===== config.mk =====
export PLATFORM = sky130hd
export DESIGN_NAME = hazard_scoreboard
export DESIGN_NICKNAME = d
export VERILOG_FILES = /design/src/rtl/hazard_pkg.sv /design/src/rtl/sb_counter.sv /design/src/rtl/hazard_scoreboard.sv
export SDC_FILE = /design/constraint.sdc
export NUM_CORES = 1
export LEC_CHECK = 0
export ABC_CLOCK_PERIOD_IN_PS = 4700
export BUFFER_PORTS_ARGS = -buffer_cell sky130_fd_sc_hd__buf_2
export CAP_MARGIN = 20
export CORE_UTILIZATION = 25
export CTS_CLUSTER_DIAMETER = 100
export DETAILED_ROUTE_END_ITERATION = 7
export PLACE_DENSITY_LB_ADDON = 0.3
export SYNTH_ARGS = -nofsm -noshare
export SYNTH_HDL_FRONTEND = slang
export SYNTH_SLANG_ARGS = --single-unit

===== constraint.sdc =====
create_clock -name clk -period 4.7 [get_ports clk]
set_clock_uncertainty 0.15 [all_clocks]
set_input_delay 0.94 -clock clk [delete_from_list [all_inputs] [get_ports clk]]
set_output_delay 0.94 -clock clk [all_outputs]
set_load 0.01 [all_outputs]

===== src/rtl/hazard_pkg.sv =====
// Shared types and defaults for the hazard scoreboard and its countdown entries.
// Latency: n/a (declarations only).
// Backpressure: n/a.
//
// Contents: register-file size default, result-latency defaults, countdown and
// performance-counter widths, the stage in which an instruction consumes its
// sources, and a helper that turns that stage into a countdown threshold.
package hazard_pkg;

  localparam int NREG_DEF     = 32;
  localparam int LOAD_LAT_DEF = 2;
  localparam int ALU_LAT_DEF  = 1;
  localparam int CNT_W        = 3;   // countdown width, holds latencies up to 7
  localparam int PERF_W       = 32;  // performance counter width

  // Where the ID instruction actually reads its sources.
  typedef enum logic {
    USE_EX = 1'b0,
    USE_ID = 1'b1
  } use_stage_e;

  // Largest countdown that is still safe for a consumer in the given stage.
  // A consumer in EX reads one cycle later than one in ID, so it can tolerate
  // a producer that is still one cycle away from forwarding.
  function automatic logic [CNT_W-1:0] need_of(input use_stage_e st);
    return (st == USE_ID) ? CNT_W'(0) : CNT_W'(1);
  endfunction

endpackage


===== src/rtl/sb_counter.sv =====
// Single scoreboard countdown entry: cycles until a register result is forwardable.
// Latency: load/decrement visible the cycle after the qualifying edge.
// Backpressure: freeze holds the value; load beats decrement; reset clears.
//
// Ports:
//   clk, reset     rising-edge clock, asynchronous active-high clear
//   freeze         pipeline frozen, hold the current count
//   load, load_val start a new countdown (newest writer wins)
//   cnt            current countdown, 0 means the result is available
module sb_counter
  import hazard_pkg::*;
#(
  parameter int W = CNT_W
) (
  input  logic         clk,
  input  logic         reset,
  input  logic         freeze,
  input  logic         load,
  input  logic [W-1:0] load_val,
  output logic [W-1:0] cnt
);

  always_ff @(posedge clk or posedge reset) begin
    if (reset) begin
      cnt <= '0;
    end else if (freeze) begin
      cnt <= cnt;
    end else if (load) begin
      cnt <= load_val;
    end else if (cnt != '0) begin
      cnt <= cnt - W'(1);
    end
  end

endmodule


===== src/rtl/hazard_scoreboard.sv =====
// Per-register result-latency scoreboard producing stall/flush/keep controls for a 5-stage pipe.
// Latency: hazard decision is combinational from ID inputs and current countdowns (zero cycles).
// Backpressure: i_mem_busy freezes everything (all keeps 1, no flush, no issue, countdowns hold).
//
// Ports:
//   clk, reset                          rising-edge clock, asynchronous active-high reset
//   i_id_valid                          ID holds a real instruction
//   i_id_rs/i_id_rt, *_use              source registers and whether each is read
//   i_id_use_in_id                      sources consumed in ID (branch compare, jr/jalr)
//   i_id_reg_write, i_id_is_load, i_id_rd  destination description of the ID instruction
//   i_branch_taken, i_jump              redirect resolved in ID this cycle
//   i_mem_busy                          data memory not ready, whole pipe freezes
//   o_pc_keep, o_IF_ID_keep, o_ID_EX_keep  hold controls
//   o_IF_ID_flush, o_ID_EX_flush        bubble insertion
//   o_stall_cycles, o_flush_count       performance counters
//
// Build option: define HAZARD_PERF_CNT_EN to implement the performance counters;
// otherwise both counter ports read 0 and no counter flops exist.
// Legal parameter range: 1 <= ALU_LAT <= LOAD_LAT <= 7.
module hazard_scoreboard
  import hazard_pkg::*;
#(
  parameter int NREG     = NREG_DEF,
  parameter int LOAD_LAT = LOAD_LAT_DEF,
  parameter int ALU_LAT  = ALU_LAT_DEF,
  localparam int REG_W   = $clog2(NREG)
) (
  input  logic              clk,
  input  logic              reset,
  input  logic              i_id_valid,
  input  logic [REG_W-1:0]  i_id_rs,
  input  logic [REG_W-1:0]  i_id_rt,
  input  logic              i_id_rs_use,
  input  logic              i_id_rt_use,
  input  logic              i_id_use_in_id,
  input  logic              i_id_reg_write,
  input  logic              i_id_is_load,
  input  logic [REG_W-1:0]  i_id_rd,
  input  logic              i_branch_taken,
  input  logic              i_jump,
  input  logic              i_mem_busy,
  output logic              o_pc_keep,
  output logic              o_IF_ID_keep,
  output logic              o_ID_EX_keep,
  output logic              o_IF_ID_flush,
  output logic              o_ID_EX_flush,
  output logic [PERF_W-1:0] o_stall_cycles,
  output logic [PERF_W-1:0] o_flush_count
);

  logic [CNT_W-1:0] cnt [NREG];
  logic [CNT_W-1:0] need;
  logic [CNT_W-1:0] load_val;
  use_stage_e       stage;
  logic             rs_hz;
  logic             rt_hz;
  logic             hz;
  logic             issue;

  assign stage    = i_id_use_in_id ? USE_ID : USE_EX;
  assign need     = need_of(stage);
  assign load_val = i_id_is_load ? CNT_W'(LOAD_LAT) : CNT_W'(ALU_LAT);

  // $0 is hardwired, so it can never be a pending producer.
  assign rs_hz = i_id_rs_use && (i_id_rs != '0) && (cnt[i_id_rs] > need);
  assign rt_hz = i_id_rt_use && (i_id_rt != '0) && (cnt[i_id_rt] > need);
  assign hz    = i_id_valid && (rs_hz || rt_hz);

  assign issue = i_id_valid && !hz && !i_mem_busy && i_id_reg_write && (i_id_rd != '0);

  // One countdown per architectural register; entry 0 is a constant zero.
  for (genvar r = 0; r < NREG; r++) begin : g_entry
    if (r == 0) begin : g_zero
      assign cnt[r] = '0;
    end else begin : g_cnt
      sb_counter #(
        .W (CNT_W)
      ) u_cnt (
        .clk      (clk),
        .reset    (reset),
        .freeze   (i_mem_busy),
        .load     (issue && (i_id_rd == REG_W'(r))),
        .load_val (load_val),
        .cnt      (cnt[r])
      );
    end
  end

  // Priority: reset forces quiet outputs, then the memory freeze, then a
  // data hazard (bubble into EX, hold fetch/decode), then redirects.
  always_comb begin
    o_pc_keep     = 1'b0;
    o_IF_ID_keep  = 1'b0;
    o_ID_EX_keep  = 1'b0;
    o_IF_ID_flush = 1'b0;
    o_ID_EX_flush = 1'b0;
    if (reset) begin
      o_pc_keep = 1'b0;
    end else if (i_mem_busy) begin
      o_pc_keep    = 1'b1;
      o_IF_ID_keep = 1'b1;
      o_ID_EX_keep = 1'b1;
    end else if (hz) begin
      o_pc_keep     = 1'b1;
      o_IF_ID_keep  = 1'b1;
      o_ID_EX_flush = 1'b1;
    end else begin
      // A taken branch also kills its delay-slot-less successor in ID_EX;
      // a jump only needs the wrong-path fetch in IF_ID removed.
      o_IF_ID_flush = i_branch_taken | i_jump;
      o_ID_EX_flush = i_branch_taken;
    end
  end

`ifdef HAZARD_PERF_CNT_EN
  logic [PERF_W-1:0] stall_q;
  logic [PERF_W-1:0] flush_q;

  // Stall cycles count only hazard bubbles, not memory freezes.
  always_ff @(posedge clk or posedge reset) begin
    if (reset) begin
      stall_q <= '0;
      flush_q <= '0;
    end else begin
      stall_q <= stall_q + PERF_W'(hz && !i_mem_busy);
      flush_q <= flush_q + PERF_W'(o_IF_ID_flush);
    end
  end

  assign o_stall_cycles = stall_q;
  assign o_flush_count  = flush_q;
`else
  assign o_stall_cycles = '0;
  assign o_flush_count  = '0;
`endif

endmodule


==> results by group, run 1 <==
Finish
  • Final instance count without filler cells: 1458
  • Fillers: 3558
  • Top reg by flops: g_entry.g_cnt.u_cnt.cnt
  • Largest registers: g_entry.g_cnt.u_cnt.cnt (93)
  • Storage cell area: 0.00233 mm2
  • Non-Filler Cell Area, Final: 0.00949 mm2
  • Share of post-route cells with drive strength above 1: 16.2%
  • Number of flip-flops under the largest register name: 93
  • Area growth, synth to finish: 11.7%
  • Net count reported at finish: 1095
  • N_diodes: 0
  • Total area of multi-input combinational cells: 0.00546 mm2
  • Final core area utilization: 28.4%

Timing
  • Setup repair after global routing missed its margin: true
  • Least-Margin Pin Slew: 1.15 ns
  • Final worst path period share: 99.3%
  • Pins Over Slew Limit: 0
  • Maximum clock rate: 0.214 GHz
  • Hold slack: 0.383 ns
  • Hold violation count in the final report: 0
  • Setup TNS Final: 0 ns
  • Final min period: 4.67 ns
  • Number of setup violations in the final report: 0
  • Worst relative slew slack: 23.1%

Global route
  • Largest net degree at the start of global routing: 106
  • Met1 layer usage reported by global route: 20.0%
  • Tot GR Track Use: 14.1%
  • Grt met2 use: 22.0%
  • Routing layer with the top usage in global route: met2
  • Number of antenna violations at the first check in global routing: 0
  • Met3 demand-to-capacity share in global routing: 2.61%
  • Vias in the first global route: 6666
  • First-pass GRT wire length: 38.5 mm
  • Remaining Overflow, GRT: 0

Logic synthesis
  • FFs w/ async S/R, synth: 100%
  • Instance count of the mapped netlist: 976
  • Unique cell type count in the Yosys netlist: 71
  • Synth Cell Area: 0.00849 mm2
  • Complex-gate fraction of the synthesized area: 16.6%
  • Flip-flop cell with the highest count after synthesis: dfrtp_1
  • Commonest cells in the synthesized netlist: dfrtp_1, inv_1, nor2_1
  • Number of warnings printed during yosys synthesis: 0
  • Most area-consuming cells after synthesis: dfrtp_1, ha_1, buf_4
  • Largest area contributor in the netlist: dfrtp_1
  • Area share of xor/xnor cells in the synthesized design: 0.928%
  • Adder and majority gate portion of the synthesized area: 9.43%
  • Share of cell area taken by muxes after synthesis: 8.46%
  • Leading cell type by number of instances after synthesis: dfrtp_1
  • Synthesized-area fraction occupied by and/or/nand/nor cells: 25.3%
  • Sequential element share of the synthesized area: 27.4%
  • Fraction of post-synthesis cell area in the top cell type by area: 27.4%
  • Largest family of logic cells by synthesized area: simple AND/OR/NAND/NOR gates
  • Count of flip-flops with a built-in enable after synthesis: 0
  • Post-synthesis register bit count: 93
  • Syn Area/Cell: 8.70 um2

Status
  • Status: complete, no violations

Worst setup path
  • Kind of cell with the highest combined delay on the critical path: multiplexers
  • Slowest library cell on the worst path: mux4_2
  • Series of cell instances along the critical path: buf_6 > mux4_2 > mux4_2 > mux2i_1 > ha_2 > o21ai_2 > a21oi_2 > a31oi_2 > o41ai_2 > nand2_2 > a21oi_2 > nor3_2 > buf_2
  • Critical Setup Path Class: in2out
  • Worst Path Buf+Inv: 2
  • Crit path launch type: primary input
  • Arrival time reported for the critical path endpoint: 3.58 ns
  • Nature of the critical path endpoint: primary output
  • Critical path peak fanout: 5
  • Worst stage delay on the critical path: 0.50 ns
  • Required @ worst endpoint: 3.61 ns

Pwr
  • Static Leak: 4.02 nW
  • Peak supply drop: 0.197 mV
  • Power per unit of standard cell area: 492 mW/mm2

Floorplan
  • Core Rows: 67
  • Boundary Pins: 95
  • Effective utilization at floorplan: 25.4%
  • Die extent in y: 186 um
  • Chip width: 186 um
  • Core Box Area: 0.0334 mm2
  • Floorplan die area: 0.0347 mm2

Placement
  • Final HPWL from detailed placement: 17.9 mm
  • Standard cell area after detailed placement: 0.00904 mm2
  • Routability Congestion: 0.848
  • PortBufs: 30
  • Placed Cells: 1439

Drt
  • Iteration-0 DRC Markers: 595
  • DRC: 0
  • Initial DRT Pass Iterations: 6
  • Routed WL: 24.2 mm
  • Vias post-DR: 7186
  • Vias per cell: 4.93
  • Residual antenna-violating net count after detailed routing: 0
  • Final routed wire length divided by cell count: 16.6 um

CTS
  • Post-CTS clock slew at the launch and capture registers of the worst setup and hold paths: 0.08 ns
  • CTS tree: yes
  • H-tree levels: 3
  • Hold buffers post-CTS: 0
  • Clock tree buffer depth: 2
  • Clock latency on the worst-skew pair: 0.37 ns
  • Num CTS Buffers: 9
  • Clock Tree Root: clkbuf_16
  • Number of clock sinks: 93

Hold path
  • Path category of the worst min-delay check: reg2reg

Job
  • # Max-Cap Violations: 0
==> stage by stage <==
stage | power [mW] | worst slack (ns)
5_1_grt | 5.13 | -0.0475
3_5_place_dp | 3.82 | -0.253
3_3_place_gp | 3.76 | -0.211
4_1_cts | 4.68 | -0.00417
6_report | 4.67 | 0.0312
2_1_floorplan | 3.27 | -0.0799
==> power by group <==
group | internal [mW] | switching [mW]
registers | 1.18 | 0.451
clock network | 0.471 | 0.356
logic | 1.04 | 1.17
total | 2.69 | 1.98
==> layout by cell type (no fill, tap or decap), types with 4 or more instances in the layout <==
master	Yosys	routed
or4b_2	7	7
o311a_1	5	5
clkbuf_16	0	10
nand2b_1	62	62
nor3_1	19	18
ha_1	64	62
o22a_1	4	4
and3_1	10	10
or4_1	5	5
a211oi_1	9	9
a21oi_1	67	64
mux2i_1	20	20
xnor2_1	7	7
mux4_2	23	23
or3_1	8	8
buf_2	10	25
buf_4	69	36
a22oi_1	4	4
o21ai_0	24	23
nor4b_1	8	8
conb_1	1	64
inv_1	78	76
a21o_1	13	13
a221oi_1	32	32
nand2_1	50	49
nand3_1	50	50
o22ai_1	17	17
nor3b_1	7	7
or2_1	4	4
dfrtp_1	93	93
nor2b_1	19	19
nand4_1	5	5
nor2_1	73	70
nor3_2	15	16
==> logic make-up (layout without fill, tap and decap cells) <==
| logic type | count (synthesis) | count (layout) |
|---|---|---|
| AO/OA/AOI/OAI | 206 | 206 |
| adder cells (fa/ha/maj) | 64 | 64 |
| multiplexers | 43 | 43 |
| buffers and inverters | 192 | 163 |
| other | 1 | 64 |
| flip-flops | 93 | 93 |
| XOR/XNOR | 9 | 9 |
| AND/OR/NAND/NOR | 368 | 368 |
==> worst reg2reg max path: cells and delay by family, from the launching register on <==
kind	cells	cell delay, ns
compound gates	4	0.59
fa+ha+maj	1	0.19
buf+inv	1	0.28
flops	1	0.48
mux	3	1.13
simple gates	3	0.89
==> path summary, 6_finish.rpt <==
kind	startpoint	end	slack, ns	cells after the start
worst min register to register	g_entry[26].g_cnt.u_cnt.cnt[2]	g_entry[26].g_cnt.u_cnt.cnt[2]	0.38	2
worst min-delay path	g_entry[26].g_cnt.u_cnt.cnt[2]	g_entry[26].g_cnt.u_cnt.cnt[2]	0.38	2
worst max register to register	g_entry[25].g_cnt.u_cnt.cnt[0]	g_entry[2].g_cnt.u_cnt.cnt[1]	0.88	12
min in group asynchronous	reset	g_entry[15].g_cnt.u_cnt.cnt[2]	0.48	2
worst max-delay path	i_id_rs[1]	o_ID_EX_flush	0.03	13
max in group asynchronous	reset	g_entry[19].g_cnt.u_cnt.cnt[0]	3.05	3
==> cell type report <==
cell class	instances	share of cell area [%]
sequential	93	24.5
timing repair buffer	68	5.46
clock buffer	10	2.41
clock inverter	6	0.976
multi-input combinational	754	57.6
tap	448	5.91
inverter	79	3.15
==> repair_timing <==
action                     CTS  global route
gates cloned                 0             1
setup buffers                0             2
setup endpoints to repair    4             4
gates resized for setup      8            15
pin swaps                    3             9
==> routing by layer <==
layer,vias to the layer above,wire [um]
met2,201,11200
met3,17,1280
met1,3522,11500
met5,-,0
li1,3446,-
met4,0,235
Note: power is estimated with default switching activity, not from simulation.
==> run 2: changes to the inputs <==
--- a/config.mk
+++ b/config.mk
@@ -11,7 +11,9 @@
 export CORE_UTILIZATION = 25
 export CTS_CLUSTER_DIAMETER = 100
 export DETAILED_ROUTE_END_ITERATION = 7
+export GPL_TIMING_DRIVEN = 0
 export PLACE_DENSITY_LB_ADDON = 0.3
+export RECOVER_POWER = 50
 export SYNTH_ARGS = -nofsm -noshare
 export SYNTH_HDL_FRONTEND = slang
 export SYNTH_SLANG_ARGS = --single-unit
==> run 2 against run 1 <==
The flow now finishes with violations (max-capacitance violations, max-slew violations, negative setup slack). Non-clock buffer count up 88. Clock power up 7.4%. Via count up 4.7%. Critical path type unchanged. Highest routed layer unchanged.
==> results by group, run 2 (same netlist as run 1, synthesis figures left out) <==
Worst setup path
  • Critical Setup Path Class: in2out
  • Crit path launch type: primary input
  • First element of the critical path: i_id_rs[0]
  • Worst stage delay on the critical path: 0.51 ns
  • Slowest library cell on the worst path: mux4_2
  • Required @ worst endpoint: 3.61 ns
  • Nature of the critical path endpoint: primary output
  • Series of cell instances along the critical path: buf_12 > buf_12 > mux4_2 > mux4_2 > mux2i_1 > ha_1 > o21ai_1 > a21oi_1 > a31oi_2 > o41ai_4 > nand2_2 > a21oi_2 > nor2_2 > buf_4 > buf_6
  • Critical path peak fanout: 7
  • Arrival time reported for the critical path endpoint: 3.75 ns
  • Critical register-to-register path startpoint: g_entry[28].g_cnt.u_cnt.cnt[0]

Drt
  • Residual antenna-violating net count after detailed routing: 0
  • Vias per cell: 4.87
  • DRC: 0
  • Iteration-0 DRC Markers: 610
  • Initial DRT Pass Iterations: 5
  • Final routed wire length divided by cell count: 18.0 um
  • Routed WL: 27.8 mm
  • Vias post-DR: 7525

Finish
  • Top reg by flops: g_entry.g_cnt.u_cnt.cnt
  • Largest registers: g_entry.g_cnt.u_cnt.cnt (93)
  • Area growth, synth to finish: 18.9%
  • Fillers: 3534
  • Non-Filler Cell Area, Final: 0.0101 mm2
  • Share of post-route cells with drive strength above 1: 19.4%
  • Final instance count without filler cells: 1546
  • N_diodes: 0
  • Most frequent standard cell in the layout excluding fill and tap cells: dfrtp_1
  • Number of flip-flops under the largest register name: 93
  • Net count reported at finish: 1183
  • Highest-count cells in the layout ignoring fill and taps: dfrtp_1, buf_4, inv_1

Placement
  • Final HPWL from detailed placement: 20.7 mm
  • Standard cell area after detailed placement: 0.00950 mm2
  • Routability Congestion: 0.940
  • PortBufs: 27
  • Placed Cells: 1516

Job
  • # Max-Cap Violations: 2

Global route
  • Vias in the first global route: 6873
  • Tot GR Track Use: 15.9%
  • First-pass GRT wire length: 41.9 mm
  • Remaining Overflow, GRT: 0
  • Number of antenna violations at the first check in global routing: 0
  • Largest net degree at the start of global routing: 63

CTS
  • CTS tree: yes
  • Post-CTS clock slew at the launch and capture registers of the worst setup and hold paths: 0.07 ns
  • H-tree levels: 3
  • Clock Tree Root: clkbuf_16
  • Number of clock sinks: 93
  • Clock tree buffer depth: 2
  • Clock latency on the worst-skew pair: 0.37 ns
  • Num CTS Buffers: 9

Timing
  • Setup TNS Final: -0.391 ns
  • Worst Slack Setup Final: -0.144 ns
  • Final worst path period share: 103%
  • Pins Over Slew Limit: 96
  • Least-Margin Pin Slew: 1.72 ns
  • Worst relative slew slack: -15.0%
  • Final min period: 4.84 ns
  • Maximum clock rate: 0.206 GHz
  • Number of setup violations in the final report: 4
  • Setup repair after global routing missed its margin: true
  • Hold violation count in the final report: 0

Pwr
  • Power per unit of standard cell area: 476 mW/mm2
  • Static Leak: 4.40 nW
  • Peak supply drop: 0.197 mV
  • Power, Total: 4.80 mW

Floorplan
  • Chip width: 186 um
  • Effective utilization at floorplan: 25.4%
  • Core Rows: 67
  • Floorplan die area: 0.0347 mm2
  • Die extent in y: 186 um
  • Boundary Pins: 95
  • Core Box Area: 0.0334 mm2

Status
  • Failing checks: max-capacitance violations, max-slew violations, negative setup slack
  • Status: complete, but fails checks

Hold path
  • Path category of the worst min-delay check: reg2reg
  • Hold_sp: g_entry[27].g_cnt.u_cnt.cnt[2]
run 2: cell count changes in the layout (fill, tap and decap cells not counted), moves of 2 or more:
cell      before  now
nor2_1        70   72
nor2_2         3    1
buf_4         36   84
o21ai_1        0    2
a21oi_1       64   66
a21oi_2        3    1
buf_6          2    4
buf_12         3    8
clkbuf_1       1   32
inv_6          2    0
run 2: where the power goes:
group	switching, mW	internal, mW
Sequential	0.449	1.18
Clock	0.354	0.534
Combinational	1.21	1.07
Total	2.02	2.79
run 2: cell type report:
cell class	count	area [um2]	share of cell area (%)
multi-input cells	754	5450	54.0
flip-flops and latches	93	2330	23.0
repair buffers	47	359	3.56
well taps	448	561	5.55
clock buffers	10	239	2.37
clock inverters	6	110	1.09
plain buffers	109	757	7.50
inverters	79	298	2.95
run 2: final timing paths:
| check | to | slack [ns] | cells after the start |
|---|---|---|---|
| max | o_pc_keep | -0.14 | 15 |
| min | g_entry[27].g_cnt.u_cnt.cnt[2] | 0.38 | 2 |
| max reg2reg | g_entry[10].g_cnt.u_cnt.cnt[1] | 0.71 | 13 |
| min reg2reg | g_entry[27].g_cnt.u_cnt.cnt[2] | 0.38 | 2 |
| max in group asynchronous | g_entry[4].g_cnt.u_cnt.cnt[1] | 1.27 | 3 |
| min in group asynchronous | g_entry[15].g_cnt.u_cnt.cnt[1] | 0.82 | 2 |
run 2: stage by stage:
stage                     util, %  hold WS [ns]  worst slack [ns]
final                        30.2         0.382            -0.144
after global routing         30.2         0.423            -0.219
after CTS                    30.0         0.385            -0.241
after detailed placement     28.4         0.370            -0.987
after global placement       28.3         0.364            -0.963
after floorplan                 -         0.332           -0.0799
run 2: routing by layer:
layer	wire length, um	share of wire (%)	vias up	track usage (%)
li1	-	-	3614	-
met1	12700	46	3627	21.4
met2	12700	46	235	25.1
met3	1430	5.1	49	2.60
met4	966	3.5	0	7.06
met5	0	0	-	0
run 2: critical path: cells and delay by family:
| family | cells | cell delay, ns |
|---|---|---|
| AOI/OAI and AO/OA | 5 | 0.64 |
| adders and majority gates | 1 | 0.26 |
| muxes | 3 | 1.17 |
| buffers and inverters | 4 | 0.42 |
| and+or+nand+nor | 2 | 0.31 |
run 2: what timing repair did:
item	4_1_cts	5_1_grt
hold buffers	0	0
cloned	0	1
gates resized for setup	30	8
pin swaps	8	9
endpoints found under the setup margin	9	4
buffers inserted	10	7
==> run 3: changes to the inputs <==
--- a/config.mk
+++ b/config.mk
@@ -12,7 +12,6 @@
 export CTS_CLUSTER_DIAMETER = 100
 export DETAILED_ROUTE_END_ITERATION = 7
 export GPL_TIMING_DRIVEN = 0
-export PLACE_DENSITY_LB_ADDON = 0.3
 export RECOVER_POWER = 50
 export SYNTH_ARGS = -nofsm -noshare
 export SYNTH_HDL_FRONTEND = slang
==> run 3 against run 2 <==
The run still ends with max-capacitance violations, max-slew violations, negative setup slack left. Via count up 3.3%. Design area down 0.56%. Setup slack worse by 0.081 ns. Die area unchanged. Final cell count unchanged. First-iteration DRC count down 16%. Power down 2.2%. Non-clock buffer count down 1. Critical path type unchanged. Highest routed layer is now met5.
==> results by group, run 3 (same netlist as run 1, synthesis figures left out) <==
Pwr
  • Power per unit of standard cell area: 468 mW/mm2
  • Power, Total: 4.70 mW
  • Peak supply drop: 0.166 mV
  • Static Leak: 4.38 nW

Timing
  • Hold violation count in the final report: 0
  • Least-Margin Pin Slew: 1.65 ns
  • Number of setup violations in the final report: 4
  • Worst relative slew slack: -9.88%
  • Final min period: 4.92 ns
  • Maximum clock rate: 0.203 GHz
  • Hold slack: 0.384 ns
  • Pins Over Slew Limit: 96
  • Setup repair after global routing missed its margin: true
  • Final worst path period share: 105%
  • Worst Slack Setup Final: -0.225 ns

Floorplan
  • Effective utilization at floorplan: 25.4%
  • Chip width: 186 um
  • Die extent in y: 186 um
  • Core Box Area: 0.0334 mm2
  • Floorplan die area: 0.0347 mm2
  • Core Rows: 67
  • Boundary Pins: 95

Hold path
  • Hold_sp: g_entry[26].g_cnt.u_cnt.cnt[2]
  • Path category of the worst min-delay check: reg2reg
  • Worst Hold Depth: 2
  • Hold worst-path end: g_entry[26].g_cnt.u_cnt.cnt[2]

CTS
  • Clock latency on the worst-skew pair: 0.37 ns
  • Post-CTS clock slew at the launch and capture registers of the worst setup and hold paths: 0.07 ns
  • Clock Tree Root: clkbuf_16
  • Num CTS Buffers: 9
  • CTS tree: yes
  • Clock tree buffer depth: 2
  • Number of clock sinks: 93
  • Hold buffers post-CTS: 0
  • H-tree levels: 3

Worst setup path
  • Crit path launch type: primary input
  • R2R depth: 13
  • Arrival time reported for the critical path endpoint: 3.83 ns
  • Nature of the critical path endpoint: primary output
  • Critical Setup Path Class: in2out
  • FF-to-FF End: g_entry[10].g_cnt.u_cnt.cnt[2]
  • Critical register-to-register path startpoint: g_entry[19].g_cnt.u_cnt.cnt[0]
  • Slack of the worst reg-to-reg path: 0.73 ns
  • Required @ worst endpoint: 3.61 ns
  • Critical path peak fanout: 6

Drt
  • Iteration-0 DRC Markers: 515
  • Final routed wire length divided by cell count: 17.7 um
  • Routed WL: 27.3 mm
  • Residual antenna-violating net count after detailed routing: 0
  • Vias per cell: 5.03
  • DRC: 0
  • Initial DRT Pass Iterations: 5
  • Vias post-DR: 7774

Finish
  • Share of post-route cells with drive strength above 1: 19.1%
  • Area growth, synth to finish: 18.3%
  • Non-Filler Cell Area, Final: 0.0100 mm2
  • Number of flip-flops under the largest register name: 93
  • Net count reported at finish: 1182
  • Highest-count cells in the layout ignoring fill and taps: dfrtp_1, buf_4, inv_1
  • Most frequent standard cell in the layout excluding fill and tap cells: dfrtp_1
  • Fillers: 3464
  • Top reg by flops: g_entry.g_cnt.u_cnt.cnt
  • Largest registers: g_entry.g_cnt.u_cnt.cnt (93)

Global route
  • Remaining Overflow, GRT: 0
  • Largest net degree at the start of global routing: 63
  • First-pass GRT wire length: 42.1 mm
  • Vias in the first global route: 7354
  • Number of antenna violations at the first check in global routing: 2
  • Tot GR Track Use: 15.8%

Status
  • Failing checks: max-capacitance violations, max-slew violations, negative setup slack
  • Status: complete, but fails checks

Placement
  • Standard cell area after detailed placement: 0.00950 mm2
  • PortBufs: 27
  • Routability Congestion: 0.942
  • Final HPWL from detailed placement: 20.4 mm
  • Worst-case setup slack after placement: -0.985 ns

Job
  • # Max-Cap Violations: 2
[run 3: cell count changes in the layout (fill, tap and decap cells not counted), sizes merged]
cell      before  now
clkinv         2    5
bufinv         3    1
bufbuf         0    1
buf          122  121
diode          0    1
clkinvlp       3    1
[run 3: how the worst max path moves through the flow]
| stage | start | endpoint | slack, ns | depth (start not counted) |
|---|---|---|---|---|
| floorplan | i_id_rs[0] | o_pc_keep | -0.08 | 15 |
| global placement | i_id_rs[1] | o_IF_ID_flush | -0.95 | 12 |
| detailed placement | i_id_rs[1] | o_IF_ID_flush | -0.98 | 12 |
| CTS | i_id_rs[1] | o_pc_keep | -0.22 | 16 |
| global route | i_id_rs[0] | o_pc_keep | -0.28 | 15 |
| finish | i_id_rs[0] | o_IF_ID_flush | -0.22 | 11 |
[run 3: critical path, cell delays in order]
cell and delay, ns:
buf_12 0.09, buf_12 0.12, mux4_2 0.53, mux4_2 0.53
mux2i_1 0.16, ha_1 0.22, nor2_1 0.10, o41ai_4 0.40
nand2_2 0.19, a2111oi_4 0.36, buf_2 0.18
[run 3: report_power, final]
| group | switching (mW) | leakage, nW | total (mW) | internal (mW) |
|---|---|---|---|---|
| registers | 0.446 | 1.03 | 1.62 | 1.18 |
| logic | 1.23 | 3.20 | 2.31 | 1.08 |
| clock network | 0.344 | 0.144 | 0.759 | 0.415 |
| total | 2.02 | 4.38 | 4.70 | 2.67 |
[run 3: routing by layer]
layer,GRT usage [%],share of wire (%),vias to the layer above
met5,0,0.037,-
met4,9.69,5.6,2
met3,3.61,7.9,92
met2,24.5,44,310
met1,19.8,42,3762
li1,-,-,3608
[run 3: layout make-up]
cell class                      count  area (um2)  area share [%]
Clock buffer                       11         233            2.32
Timing Repair Buffer               46         349            3.48
Multi-Input combinational cell    754        5460            54.3
Sequential cell                    93        2330            23.2
Clock inverter                      5        61.3           0.610
Inverter                           79         298            2.96
Antenna cell                        1        2.50          0.0249
Buffer                            109         757            7.54
Tap cell                          448         561            5.58
[run 3: repair_timing]
action / CTS / global route
pin swaps: 8 / 8
resized for setup: 26 / 9
setup endpoints to repair: 5 / 6
gates cloned: 1 / 0
buffers inserted: 10 / 6
[run 3: per-stage QoR]
step,std cells,TNS [ns],utilization (%)
after floorplan,1039,-0.194,-
after detailed placement,1516,-15.57,28.4
after global routing,1546,-0.995,30.0
after global placement,1514,-55.46,28.3
after CTS,1540,-0.784,29.9
final,1546,-0.720,30.0
